**src/rtl/counter_request_arbiter_if.sv**
```systemverilog
// Purpose : pulse-line inputs and counter-grant outputs of counter_request_arbiter.
// Latency : n/a (signal bundle only).
// Backpressure: none; grants are one-cycle strobes and the consumer must take them.
// Ports   : PLS_P/PLS_M pulse lines, SLOT service strobe, GOJAM restart clear (master -> slave);
//           CTR_REQ, CTR_VLD, CTR_ADDR, PINC, MINC, LOSTCNT (slave -> master).
interface counter_request_arbiter_if #(
  parameter int NCH    = 8,
  parameter int ADDR_W = 12
);
  logic [NCH-1:0]    PLS_P;
  logic [NCH-1:0]    PLS_M;
  logic              SLOT;
  logic              GOJAM;
  logic              CTR_REQ;
  logic              CTR_VLD;
  logic [ADDR_W-1:0] CTR_ADDR;
  logic              PINC;
  logic              MINC;
  logic [7:0]        LOSTCNT;

  // master: the pulse source / slot sequencer side
  modport master (
    output PLS_P, PLS_M, SLOT, GOJAM,
    input  CTR_REQ, CTR_VLD, CTR_ADDR, PINC, MINC, LOSTCNT
  );

  // slave: the arbiter itself
  modport slave (
    input  PLS_P, PLS_M, SLOT, GOJAM,
    output CTR_REQ, CTR_VLD, CTR_ADDR, PINC, MINC, LOSTCNT
  );
endinterface

```
**src/rtl/counter_request_arbiter.sv**
```systemverilog
// Purpose : edge-detects CDU/optics/PIPA plus/minus pulse lines, holds one pending request per
//           counter and grants the lowest-index request per SLOT as address + PINC/MINC strobe.
// Latency : grant 1 cycle after SLOT; CTR_REQ 1 cycle after the pending update.
// Backpressure: none; a pulse arriving while the same-polarity request is pending is dropped and
//           counted in LOSTCNT (saturating).
// Ports   : CLOCK, rst (sync, active-high); io_bus (slave modport) carries the pulse lines,
//           SLOT, GOJAM and the registered grant outputs.
module counter_request_arbiter #(
  parameter int                NCH       = 8,
  parameter int                ADDR_W    = 12,
  parameter logic [ADDR_W-1:0] BASE_ADDR = 12'o0032
) (
  input  logic                        CLOCK,
  input  logic                        rst,
  counter_request_arbiter_if.slave    io_bus
);

  localparam int IDX_W = (NCH > 1) ? $clog2(NCH) : 1;
  localparam int CNT_W = $clog2(NCH + 1);

  logic [NCH-1:0]    r_prev_p, r_prev_m;
  logic [NCH-1:0]    r_pend_p, r_pend_m;
  logic              r_req, r_vld, r_pinc, r_minc;
  logic [ADDR_W-1:0] r_addr;
  logic [7:0]        r_lost;

  logic [NCH-1:0]    w_edge_p, w_edge_m;
  logic [NCH-1:0]    w_nxt_p, w_nxt_m;
  logic              w_pend_any;
  logic              w_grant;
  logic [IDX_W-1:0]  w_gidx;
  logic [CNT_W-1:0]  w_drops;
  logic [8:0]        w_lost_sum;
  logic [7:0]        w_lost_nxt;

  assign w_edge_p   = io_bus.PLS_P & ~r_prev_p;
  assign w_edge_m   = io_bus.PLS_M & ~r_prev_m;
  assign w_pend_any = |(r_pend_p | r_pend_m);
  // GOJAM suppresses any grant in its cycle
  assign w_grant    = io_bus.SLOT & w_pend_any & ~io_bus.GOJAM;

  // Fixed priority: lowest index wins, so scan downward and let the last hit stand.
  always_comb begin
    w_gidx = '0;
    for (int i = NCH - 1; i >= 0; i--) begin
      if (r_pend_p[i] | r_pend_m[i]) begin
        w_gidx = IDX_W'(i);
      end
    end
  end

  // Pending update. The grant clear comes first, so an edge colliding with its own channel's
  // grant sees an empty slot and simply becomes the next request (no cancel, no loss).
  always_comb begin
    w_nxt_p = r_pend_p;
    w_nxt_m = r_pend_m;
    w_drops = '0;
    for (int i = 0; i < NCH; i++) begin
      if (w_grant && (w_gidx == IDX_W'(i))) begin
        w_nxt_p[i] = 1'b0;
        w_nxt_m[i] = 1'b0;
      end
      if (w_edge_p[i] && !w_edge_m[i]) begin
        if (w_nxt_m[i]) begin
          w_nxt_m[i] = 1'b0;            // opposite request cancels: net zero
        end else if (w_nxt_p[i]) begin
          w_drops = w_drops + CNT_W'(1);
        end else begin
          w_nxt_p[i] = 1'b1;
        end
      end else if (w_edge_m[i] && !w_edge_p[i]) begin
        if (w_nxt_p[i]) begin
          w_nxt_p[i] = 1'b0;
        end else if (w_nxt_m[i]) begin
          w_drops = w_drops + CNT_W'(1);
        end else begin
          w_nxt_m[i] = 1'b1;
        end
      end
    end
  end

  // Several channels may drop in the same cycle; add them all, then saturate.
  assign w_lost_sum = 9'(r_lost) + 9'(w_drops);
  assign w_lost_nxt = w_lost_sum[8] ? 8'hFF : w_lost_sum[7:0];

  always_ff @(posedge CLOCK) begin
    if (rst) begin
      r_prev_p <= '0;
      r_prev_m <= '0;
      r_pend_p <= '0;
      r_pend_m <= '0;
      r_req    <= 1'b0;
      r_vld    <= 1'b0;
      r_addr   <= '0;
      r_pinc   <= 1'b0;
      r_minc   <= 1'b0;
      r_lost   <= '0;
    end else begin
      r_prev_p <= io_bus.PLS_P;
      r_prev_m <= io_bus.PLS_M;
      if (io_bus.GOJAM) begin
        // edges of this cycle are discarded; loss count is kept across restart
        r_pend_p <= '0;
        r_pend_m <= '0;
        r_req    <= 1'b0;
        r_vld    <= 1'b0;
        r_pinc   <= 1'b0;
        r_minc   <= 1'b0;
      end else begin
        r_pend_p <= w_nxt_p;
        r_pend_m <= w_nxt_m;
        r_req    <= |(w_nxt_p | w_nxt_m);
        r_lost   <= w_lost_nxt;
        r_vld    <= w_grant;
        r_pinc   <= w_grant & r_pend_p[w_gidx];
        r_minc   <= w_grant & r_pend_m[w_gidx];
        if (w_grant) begin
          r_addr <= BASE_ADDR + ADDR_W'(w_gidx);   // wraps modulo 2^ADDR_W
        end
      end
    end
  end

  assign io_bus.CTR_REQ  = r_req;
  assign io_bus.CTR_VLD  = r_vld;
  assign io_bus.CTR_ADDR = r_addr;
  assign io_bus.PINC     = r_pinc;
  assign io_bus.MINC     = r_minc;
  assign io_bus.LOSTCNT  = r_lost;

endmodule
```
**src/flat_wrapper.sv**
```systemverilog
// flat-port wrapper written by rule: the top's interface ports become plain ports
module counter_request_arbiter_flat 
#(
  parameter int                NCH       = 8,
  parameter int                ADDR_W    = 12,
  parameter logic [ADDR_W-1:0] BASE_ADDR = 12'o0032
)
  (CLOCK, rst, io_bus_PLS_P, io_bus_PLS_M, io_bus_SLOT, io_bus_GOJAM, io_bus_CTR_REQ, io_bus_CTR_VLD, io_bus_CTR_ADDR, io_bus_PINC, io_bus_MINC, io_bus_LOSTCNT);
  counter_request_arbiter_if #(.NCH(NCH), .ADDR_W(ADDR_W)) io_bus_i ();
  input  logic CLOCK;
  input  logic rst;
  input wire logic [$bits(io_bus_i.PLS_P)-1:0] io_bus_PLS_P;
  input wire logic [$bits(io_bus_i.PLS_M)-1:0] io_bus_PLS_M;
  input wire logic [$bits(io_bus_i.SLOT)-1:0] io_bus_SLOT;
  input wire logic [$bits(io_bus_i.GOJAM)-1:0] io_bus_GOJAM;
  output wire logic [$bits(io_bus_i.CTR_REQ)-1:0] io_bus_CTR_REQ;
  output wire logic [$bits(io_bus_i.CTR_VLD)-1:0] io_bus_CTR_VLD;
  output wire logic [$bits(io_bus_i.CTR_ADDR)-1:0] io_bus_CTR_ADDR;
  output wire logic [$bits(io_bus_i.PINC)-1:0] io_bus_PINC;
  output wire logic [$bits(io_bus_i.MINC)-1:0] io_bus_MINC;
  output wire logic [$bits(io_bus_i.LOSTCNT)-1:0] io_bus_LOSTCNT;
  assign io_bus_i.PLS_P = io_bus_PLS_P;
  assign io_bus_i.PLS_M = io_bus_PLS_M;
  assign io_bus_i.SLOT = io_bus_SLOT;
  assign io_bus_i.GOJAM = io_bus_GOJAM;
  assign io_bus_CTR_REQ = io_bus_i.CTR_REQ;
  assign io_bus_CTR_VLD = io_bus_i.CTR_VLD;
  assign io_bus_CTR_ADDR = io_bus_i.CTR_ADDR;
  assign io_bus_PINC = io_bus_i.PINC;
  assign io_bus_MINC = io_bus_i.MINC;
  assign io_bus_LOSTCNT = io_bus_i.LOSTCNT;
  counter_request_arbiter #(.NCH(NCH), .ADDR_W(ADDR_W), .BASE_ADDR(BASE_ADDR)) u_core (.CLOCK(CLOCK), .rst(rst), .io_bus(io_bus_i));
endmodule
```
**config.mk**
```make
export PLATFORM = sky130hd
export DESIGN_NAME = counter_request_arbiter_flat
export DESIGN_NICKNAME = d
export VERILOG_FILES = /design/src/rtl/counter_request_arbiter_if.sv /design/src/rtl/counter_request_arbiter.sv /design/src/flat_wrapper.sv
export SDC_FILE = /design/constraint.sdc
export NUM_CORES = 1
export LEC_CHECK = 0
export CORE_MARGIN = 2
export CORE_UTILIZATION = 45
export CTS_CLUSTER_DIAMETER = 120
export DETAILED_ROUTE_END_ITERATION = 10
export PLACE_DENSITY = 0.67
export SETUP_SLACK_MARGIN = 0.4
export SLEW_MARGIN = 10
export SYNTH_ARGS = -nofsm -noshare
export SYNTH_HDL_FRONTEND = slang
export SYNTH_SLANG_ARGS = --single-unit
```
**constraint.sdc**
```tcl
create_clock -name CLOCK -period 7.6 [get_ports CLOCK]
set_clock_uncertainty 0.15 [all_clocks]
set_input_delay 0.76 -clock CLOCK [delete_from_list [all_inputs] [get_ports CLOCK]]
set_output_delay 0.76 -clock CLOCK [all_outputs]
set_load 0.01 [all_outputs]
```
# Word-level counts from Yosys, hierarchy flattened
# Index checks and enable logic that the tools add are counted.
# W data, S select, Z words.
# word_totals
ff_bits,56
inputBits,20
output_inout_bits,24
wordCells,216
# op_classes
add_sub_neg,9
order_cmp,1
n_eq_ne,7
muxes,125
n_bitwise,19
reduce_logical,45
# ops
operator,n
$mux W4,46
$mux W1,68
$add A4 B1 Y4 const B,7
$logic_and A1 B1 Y1,24
$mux W3,8
$and A8 B8 Y8,2
$logic_not A1 Y1,16
$not A8 Y8,2
$or A8 B8 Y8,2
$reduce_or A8 Y1,2
$eq A3 B3 Y1 const B,4
$add A8 B4 Y9,1
$mux W8,1
$or A1 B1 Y1,8
$add A5 B3 Y6 const A,1
$bmux W1 S3,2
$eq A3 B2 Y1 const B,2
$and A1 B1 Y1,4
$lt A3 B4 Y1 const B,1
$eq A3 B1 Y1 const B,1
$logic_not A3 Y1,1
$reduce_and A2 Y1,1
$reduce_or A2 Y1,1
$not A1 Y1,1

# Depth between registers and ports, before layout
# Gate-level depths: netlist of the first run.
# depth
word_depth,53
ltp_mapped,30
mapped_depth_nobuf,29

# Worst setup path before layout of the first run
# Ideal clock, no wire load.
# synth_timing
path_kind,input to register
startpoint,in io_bus_GOJAM
endpoint,"reg u_core.r_lost[7], in the netlist u_core.io_bus.LOSTCNT[7]"
setup_time_ns,0.086
t_arrival_ns,6.102
t_required_ns,7.364
path_slack_ns,1.263
cell_stages,27
n_path_buf,0
path_cell_list,or4b_4 > and2_1 > ha_1 > o32a_4 > o21ai_4 > inv_4 > ha_1 > nand2b_1 > a32oi_1 > nand2_1 > ha_1 > xnor2_2 > nor3_2 > a211oi_2 > ha_1 > mux2_4 > ha_1 > mux2_2 > ha_1 > a21o_1 > a21oi_1 > inv_1 > a21oi_1 > nor3b_1 > nand3_1 > nor2_1 > a211oi_1
# synth_between
elab_chain_len,45
word_cells_on_any_way,83
classes_between,8 x add/sub; 65 x mux; 2 x bitwise; 8 x reduce/logical
# synth_rtl
element,line_no,rtl
from (decl),flat_wrapper.sv:15,input wire logic [$bits(io_bus_i.GOJAM)-1:0] io_bus_GOJAM;
$not A1 Y1,counter_request_arbiter.sv:40,assign w_grant = io_bus.SLOT & w_pend_any & ~io_bus.GOJAM;
$and A1 B1 Y1,counter_request_arbiter.sv:40,
$logic_and A1 B1 Y1,counter_request_arbiter.sv:59,if (w_grant && (w_gidx == IDX_W'(i))) begin
$mux W1,counter_request_arbiter.sv:59,
$mux W1,counter_request_arbiter.sv:74,end else if (w_nxt_m[i]) begin
$mux W4,counter_request_arbiter.sv:72,if (w_nxt_p[i]) begin
$mux W4,counter_request_arbiter.sv:71,end else if (w_edge_m[i] && !w_edge_p[i]) begin
$mux W4,counter_request_arbiter.sv:63,if (w_edge_p[i] && !w_edge_m[i]) begin
[29 not listed],-,
$mux W4,counter_request_arbiter.sv:63,
$add A4 B1 Y4,"counter_request_arbiter.sv:67, counter_request_arbiter.sv:75",
$mux W4,counter_request_arbiter.sv:74,
$mux W4,counter_request_arbiter.sv:72,
$mux W4,counter_request_arbiter.sv:71,
$mux W4,counter_request_arbiter.sv:63,
$add A8 B4 Y9,counter_request_arbiter.sv:84,assign w_lost_sum = 9'(r_lost) + 9'(w_drops);
$mux W8,counter_request_arbiter.sv:85,assign w_lost_nxt = w_lost_sum[8] ? 8'hFF : w_lost_sum[7:0];
to (signal assigned),counter_request_arbiter.sv:114,r_lost <= w_lost_nxt;
to (decl),counter_request_arbiter.sv:25,logic [7:0] r_lost;
# Several ways; a longest one is shown, not always the timed one.
# A chain may end at the register's enable or synchronous reset.

# Worst setup path after layout of the first run
# layout_timing
startpoint,in io_bus_SLOT
endpoint,"reg u_core.r_lost[7], in the netlist u_core.io_bus.LOSTCNT[7]"
# layout_between
elab_chain_len,45
word_cells_on_any_way,83
classes_between,8 x add/sub; 65 x mux; 2 x bitwise; 8 x reduce/logical
# layout_rtl
element,line_no,rtl
from (decl),flat_wrapper.sv:14,input wire logic [$bits(io_bus_i.SLOT)-1:0] io_bus_SLOT;
$and A1 B1 Y1 * (2 in a row),counter_request_arbiter.sv:40,
$logic_and A1 B1 Y1,counter_request_arbiter.sv:59,
$mux W1,counter_request_arbiter.sv:59,
$mux W1,counter_request_arbiter.sv:74,
$mux W4,counter_request_arbiter.sv:72,
$mux W4,counter_request_arbiter.sv:71,
$mux W4,counter_request_arbiter.sv:63,
$add A4 B1 Y4,"counter_request_arbiter.sv:67, counter_request_arbiter.sv:75",
[28 not listed],-,
$mux W4,counter_request_arbiter.sv:63,
$add A4 B1 Y4,"counter_request_arbiter.sv:67, counter_request_arbiter.sv:75",
$mux W4,counter_request_arbiter.sv:74,
$mux W4,counter_request_arbiter.sv:72,
$mux W4,counter_request_arbiter.sv:71,
$mux W4 *,counter_request_arbiter.sv:63,
$add A8 B4 Y9 *,counter_request_arbiter.sv:84,
$mux W8 *,counter_request_arbiter.sv:85,
# Mark *: on every way between the ends. The rest lies on a longest branch, timed or not.

==> flow_metrics.env, run 1 <==
export IMPL_status="finished clean"
export IMPL_synth_edf_count=0
export IMPL_wl_per_cell_um=13.14
export IMPL_syn_instance_count=444
export IMPL_hold_violations=0
export IMPL_num_antenna_cells=0
export IMPL_place_inst=570
export IMPL_grt_pass1_vias=2976
export IMPL_dieArea_mm2=0.008463
export IMPL_start_util=0.4581
export IMPL_tns_ns=0
export IMPL_clockRootBuffer="clkbuf_8"
export IMPL_hold_path_class="reg -> reg"
export IMPL_fin_nets=509
export IMPL_fmax_mhz=146.7
export IMPL_drt_total_wl_um=7596
export IMPL_dpl_cell_area_mm2=0.003906
export IMPL_design_area_mm2=0.004021
export IMPL_n_fill_cell=719
export IMPL_layout_min_cycle_time_ns=6.818
export IMPL_grt_ovfl_total=0
export IMPL_clock_latency_ns=0.30
export IMPL_clockBufferDepth=2
export IMPL_dr_first_iter_drc_count=127
export IMPL_cts_sink_count=49
export IMPL_async_reset_ff_frac=0
export IMPL_cp_max_fo=6
export IMPL_drv_cap=0
export IMPL_drive_above_1_share=0.08403
export IMPL_timing_final_ws_setup_ns=0.7819
export IMPL_fin_cells=578
export IMPL_pre_cts_ws_ns=0.3410
export IMPL_cts_buffers=5
export IMPL_cts_hold_buf=0
export IMPL_die_x_um=92.00
export IMPL_setup_violations=0
export IMPL_syn_area_mm2=0.003485
export IMPL_path_clk_slew_ns=0.09
export IMPL_vias_per_cell=5.394
export IMPL_rsz0062_at_grt="false"
export IMPL_tightest_slew_ns=0.9150
export IMPL_yosysWarnings=0
export IMPL_rows=32
export IMPL_antenna_found_initial=0
export IMPL_required_ns=7.67
export IMPL_ys_seq_area_frac=0.2815
export IMPL_vdd_drop_max_uv=93.35
export IMPL_p_leak_nw=1.526
export IMPL_power_total_mw=0.5965
export IMPL_firstDrtPassIters=4
export IMPL_pin_count=44
export IMPL_core_area_mm2=0.007607
export IMPL_syn_mean_instance_area_um2=7.848
export IMPL_cp_start_kind="input port"
export IMPL_ant_nets=0
export IMPL_report_final_slew_viol_count=0
export IMPL_cp_end_kind="flip-flop"
export IMPL_ys_ff_latch=49
export IMPL_chipHeight_um=92.00
export IMPL_dp_hpwl_um=5738
export IMPL_synth_cell_type_count=70
export IMPL_grt_max_degree=34
export IMPL_placement_io_buffers=37
export IMPL_track_usage=0.1883
export IMPL_drc=0
export IMPL_max_slew_margin=0.3848
export IMPL_place_gp_congestion=0.9801
export IMPL_cp_arrival_ns=6.88
export IMPL_grt_first_pass_wirelength_um=13190
export IMPL_period_share=0.8971
export IMPL_cts_tree="done"
export IMPL_htreeDepth=2
export IMPL_via_count=3118
export IMPL_path_class="in -> reg"
export IMPL_power_density_mw_per_mm2=148.3
export IMPL_synthFlopType="dfxtp_1"
export IMPL_syn_to_final_growth_pct=15.40
==> cells in the final DEF, fill, tap and decap left out, types with 3 or more instances in the layout <==
cell,netlist,routed
a211oi_1,7,7
a21boi_0,3,3
a21o_1,4,4
a21oi_1,39,39
a22oi_1,4,4
a31oi_1,7,7
and2_1,5,5
buf_4,7,5
clkbuf_8,0,6
clkdlybuf4s50_1,0,37
conb_1,1,6
dfxtp_1,49,49
ha_1,12,12
inv_1,11,11
mux2_2,4,4
mux2i_1,4,4
nand2_1,34,34
nand2b_1,19,19
nand3_1,11,10
nand3b_1,6,6
nand4_1,4,4
nand4b_1,3,3
nor2_1,59,59
nor2b_1,35,35
nor3_1,10,10
nor4_1,3,3
nor4b_1,4,4
o21ai_0,15,15
o22ai_1,4,4
xnor2_1,10,10
xnor2_2,3,3
xor2_1,5,5
==> final timing paths <==
kind / start / end / slack [ns] / cells past startpoint
worst max-delay path: io_bus_SLOT / u_core.io_bus.LOSTCNT[7]$_SDFFE_PP0N_ / 0.78 / 28
worst min-delay path: u_core.io_bus.CTR_ADDR[5]$_SDFFE_PP0P_ / u_core.io_bus.CTR_ADDR[5]$_SDFFE_PP0P_ / 0.31 / 2
worst max register to register: u_core.r_pend_m[0]$_SDFF_PP0_ / u_core.io_bus.LOSTCNT[7]$_SDFFE_PP0N_ / 1.26 / 27
worst min register to register: u_core.io_bus.CTR_ADDR[5]$_SDFFE_PP0P_ / u_core.io_bus.CTR_ADDR[5]$_SDFFE_PP0P_ / 0.31 / 2
==> synth_stat cells, drive strengths merged (2+ instances only) <==
library cell | count | area, um^2
nand2 | 34 | 127.6
a32oi | 3 | 26.28
nand3b | 6 | 45.04
mux2 | 5 | 60.05
a22oi | 4 | 30.03
a211oi | 8 | 65.06
o32ai | 3 | 33.79
a2111oi | 2 | 23.77
nor4b | 4 | 35.03
nor4 | 4 | 31.28
or2 | 3 | 18.77
dfxtp | 49 | 980.9
a21oi | 39 | 195.2
and3 | 2 | 12.51
buf | 11 | 83.82
o22ai | 4 | 25.02
inv | 14 | 57.55
xor2 | 5 | 43.79
nor3 | 11 | 60.06
ha | 12 | 150.1
nand2b | 19 | 118.9
a21boi | 4 | 33.78
o21ai | 18 | 105.1
a2bb2oi | 2 | 17.52
clkbuf | 11 | 41.29
xnor2 | 13 | 136.4
a31oi | 7 | 43.79
nor3b | 3 | 22.52
nand3 | 11 | 55.05
a21o | 4 | 30.03
nand4 | 4 | 25.02
nor2b | 35 | 219.0
mux2i | 4 | 40.04
or4 | 2 | 15.01
and2 | 6 | 40.04
nor2 | 59 | 221.5
nand4b | 3 | 26.28
a22o | 2 | 17.52
==> critical path: stages <==
cell             delay [ns]
clkdlybuf4s50_1        0.51
or4b_4                 0.48
and2_1                 0.19
ha_1                   0.28
o32a_4                 0.40
o21ai_4                0.10
inv_4                  0.07
ha_1                   0.29
nand2b_1               0.16
a32oi_2                0.25
nand2_1                0.10
ha_1                   0.37
xnor2_2                0.19
nor3_2                 0.05
a211oi_2               0.20
ha_1                   0.27
mux2_4                 0.27
ha_1                   0.29
mux2_2                 0.29
ha_1                   0.27
a21o_1                 0.17
a21oi_1                0.21
inv_1                  0.06
a21oi_1                0.17
nor3b_2                0.08
nand3_1                0.08
nor2_1                 0.04
a211oi_1               0.24
==> logic make-up (layout without fill, tap and decap cells) <==
family          Yosys count  in the layout  share of synthesized area
flops                    49             49                     0.2815
simple gates            208            208                     0.3138
buf+inv                  36             63                    0.05242
fa+ha+maj                13             13                    0.04883
compound gates          108            108                     0.2086
xor+xnor                 19             19                    0.05853
mux                      10             10                    0.03519
other cells               1              6                   0.001076
==> power breakdown <==
part | switching (mW) | internal [mW] | total (mW)
clock | 0.0867 | 0.0721 | 0.159
combinational | 0.0860 | 0.0727 | 0.159
sequential | 0.0102 | 0.269 | 0.279
==> registers in the layout, summed over array words and instances, names as in the netlist <==
name	count
u_core.r_pend_m	8
u_core.io_bus.PINC	1
u_core.io_bus.CTR_REQ	1
u_core.r_pend_p	8
u_core.io_bus.MINC	1
u_core.io_bus.CTR_ADDR	5
u_core.io_bus.LOSTCNT	8
u_core.r_prev_p	8
u_core.io_bus.CTR_VLD	1
u_core.r_prev_m	8
==> final cells by class <==
type	count	area, um^2	area share
multi-input combinational	364	2357	0.5862
sequential	49	980.9	0.2439
timing repair buffer	42	407.9	0.1014
tap	102	127.6	0.03174
clock buffer	6	82.58	0.02054
inverter	14	57.56	0.01431
clock inverter	1	7.507	0.001867
==> per-layer routing <==
metal	track usage	share of wire
met5	0	0
met2	0.3094	0.46
met1	0.2508	0.48
met4	0.04851	0.0093
met3	0.04191	0.045
==> per-stage QoR <==
| stage | utilization | hold WS [ns] |
|---|---|---|
| 2_1_floorplan | - | 0.3305 |
| 3_3_place_gp | 0.5135 | 0.2964 |
| 3_5_place_dp | 0.5135 | 0.2988 |
| 4_1_cts | 0.5253 | 0.3117 |
| 5_1_grt | 0.5286 | 0.3372 |
| 6_report | 0.5286 | 0.3072 |
==> timing repair <==
item | CTS | global route
setup endpoints to repair | 0 | 7
resized for setup | 0 | 3
setup buffers | 0 | 1
endpoints found under the hold margin | 0 | 0
Power figures use the tool's default switching activity.
==> run 2, diff against run 1 <==
--- a/config.mk
+++ b/config.mk
@@ -5,6 +5,7 @@
 export SDC_FILE = /design/constraint.sdc
 export NUM_CORES = 1
 export LEC_CHECK = 0
+export CAP_MARGIN = 25
 export CORE_MARGIN = 2
 export CORE_UTILIZATION = 45
 export CTS_CLUSTER_DIAMETER = 120
==> results of run 2 <==
Same layout as run 1: the final DEF is identical, and so are final timing and power.
==> run 3, diff against run 2 <==
--- a/config.mk
+++ b/config.mk
@@ -7,10 +7,9 @@
 export LEC_CHECK = 0
 export CAP_MARGIN = 25
 export CORE_MARGIN = 2
-export CORE_UTILIZATION = 45
+export CORE_UTILIZATION = 33
 export CTS_CLUSTER_DIAMETER = 120
 export DETAILED_ROUTE_END_ITERATION = 10
-export PLACE_DENSITY = 0.67
 export SETUP_SLACK_MARGIN = 0.4
 export SLEW_MARGIN = 10
 export SYNTH_ARGS = -nofsm -noshare
==> run 3 against run 2 <==
Hold slack better by 0.0058 ns. Count of clock-buffer cells in the layout shrank 1. Clock power is 21% higher. Combinational power hardly changed. Critical path type unchanged. Largest cell class unchanged. Largest power group unchanged.
==> flow_metrics.env, run 3 (same netlist as run 1, synthesis figures left out) <==
export IMPL_pwr_share_comb=0.250
export IMPL_vias_per_cell=5.203
export IMPL_status="finished clean"
export IMPL_swShare=0.3019
export IMPL_via_count=3184
export IMPL_slowest_delay_ns=0.50
export IMPL_cp_arrival_ns=6.89
export IMPL_tns_ns=0
export IMPL_rows=37
export IMPL_whs_ns=0.3130
export IMPL_clock_latency_ns=0.31
export IMPL_die_x_um=106.8
export IMPL_core_area_mm2=0.01028
export IMPL_critPathSlowestCell="clkdlybuf4s50_1"
export IMPL_drt_total_wl_um=7935
export IMPL_path_class="in -> reg"
export IMPL_grt_first_pass_wirelength_um=13430
export IMPL_rsz0062_at_grt="false"
export IMPL_path_clk_slew_ns=0.10
export IMPL_n_fill_cell=1087
export IMPL_place_gp_congestion=0.8396
export IMPL_vdd_drop_max_uv=80.06
export IMPL_drive_above_1_share=0.07983
export IMPL_num_antenna_cells=0
export IMPL_dieArea_mm2=0.01140
export IMPL_cp_end_kind="flip-flop"
export IMPL_antenna_found_initial=0
export IMPL_chipHeight_um=106.8
export IMPL_power_density_mw_per_mm2=154.8
export IMPL_required_ns=7.70
export IMPL_grt_ovfl_total=0
export IMPL_htreeDepth=2
export IMPL_intPower_mw=0.4395
export IMPL_final_cell_mix="nor2_1, dfxtp_1, a21oi_1"
export IMPL_max_slew_margin=0.3972
export IMPL_pwr_share_clk=0.306
export IMPL_mostFrequentLayoutCell="nor2_1"
export IMPL_grt_max_degree=34
export IMPL_track_usage=0.1429
export IMPL_firstDrtPassIters=4
export IMPL_ant_nets=0
export IMPL_switchingPower_mw=0.1900
export IMPL_layout_min_cycle_time_ns=6.792
export IMPL_dp_hpwl_um=6179
export IMPL_pin_count=44
export IMPL_wl_per_cell_um=12.97
export IMPL_cp_max_fo=6
export IMPL_fmax_mhz=147.2
export IMPL_path_common_cell="ha_1"
export IMPL_cts_tree="done"
export IMPL_syn_to_final_growth_pct=16.70
export IMPL_r2r_cells=26
export IMPL_cts_buffers=5
export IMPL_fin_nets=508
export IMPL_hold_path_class="reg -> reg"
export IMPL_cp_start_kind="input port"
export IMPL_post_cts_setup_buffers=0
export IMPL_tightest_slew_ns=0.8966
export IMPL_report_final_slew_viol_count=0
export IMPL_drv_cap=0
export IMPL_setup_violations=0
export IMPL_period_share=0.8936
export IMPL_cts_sink_count=49
export IMPL_start_util=0.3391
export IMPL_hold_violations=0
export IMPL_placement_io_buffers=37
export IMPL_pwr_share_seq=0.444
export IMPL_drc=0
export IMPL_clockRootBuffer="clkbuf_8"
export IMPL_rrSetupSlack_ns=1.25
export IMPL_grt_pass1_vias=2991
export IMPL_clockBufferDepth=2
export IMPL_p_leak_nw=1.536
export IMPL_dr_first_iter_drc_count=127
export IMPL_whs_path_depth=2
[run 3: per-stage QoR]
| stage | instance area [um^2] | worst slack, ns | utilization | total power [mW] | cells |
|---|---|---|---|---|---|
| floorplan | 3503 | 1.263 | - | 0.4004 | 449 |
| global placement | 3949 | 0.5922 | 0.3842 | 0.4398 | 604 |
| detailed placement | 3949 | 0.4505 | 0.3842 | 0.4428 | 604 |
| CTS | 4061 | 0.7614 | 0.3952 | 0.6382 | 612 |
| global route | 4066 | 0.4205 | 0.3957 | 0.6660 | 612 |
| finish | 4066 | 0.8085 | 0.3957 | 0.6295 | 612 |
[run 3: final timing paths]
kind,start,endpoint
hold reg to reg,u_core.io_bus.CTR_ADDR[5]$_SDFFE_PP0P_,u_core.io_bus.CTR_ADDR[5]$_SDFFE_PP0P_
setup reg to reg,u_core.r_pend_m[0]$_SDFF_PP0_,u_core.io_bus.LOSTCNT[4]$_SDFFE_PP0N_
hold / removal,u_core.io_bus.CTR_ADDR[5]$_SDFFE_PP0P_,u_core.io_bus.CTR_ADDR[5]$_SDFFE_PP0P_
setup / recovery,io_bus_SLOT,u_core.io_bus.LOSTCNT[4]$_SDFFE_PP0N_
[run 3: worst max-delay path: cells and delay by family]
family | cells | cell delay, ns
buffers and inverters | 3 | 0.61
muxes | 2 | 0.43
xor gates and xnor gates | 1 | 0.18
adders and majority gates | 6 | 1.87
and+or+nand+nor | 8 | 1.56
AOI/OAI and AO/OA | 7 | 1.48
[run 3: routing by layer]
layer | vias to the layer above | track usage | wire length, um | part of all wire
met4 | 0 | 0.04545 | 76 | 0.0096
li1 | 1630 | - | - | -
met1 | 1501 | 0.1703 | 3566 | 0.45
met3 | 6 | 0.02128 | 209 | 0.026
met2 | 47 | 0.2621 | 4082 | 0.51
met5 | - | 0 | 0 | 0
[run 3: area by class of cell]
type                            count  area, um^2  share of cell area
Clock buffer                        5       68.82             0.01692
Clock inverter                      3       43.79             0.01077
Inverter                           14       57.56             0.01415
Multi-Input combinational cell    364        2345              0.5766
Sequential cell                    49       980.9              0.2412
Tap cell                          136       170.2             0.04185
Timing Repair Buffer               41       400.4             0.09846
[run 3: power by group through the flow]
stage	Sequential (mW)	Clock (mW)	Combinational, mW
after floorplan	0.283	0	0.117
after global placement	0.285	0	0.155
after detailed placement	0.286	0	0.157
after CTS	0.280	0.201	0.158
after global routing	0.282	0.208	0.176
final	0.279	0.192	0.158
[run 3: what timing repair did]
action                     in CTS  in global routing
hold buffers                    0                  0
gates resized for setup         0                  1
setup endpoints to repair       0                  6
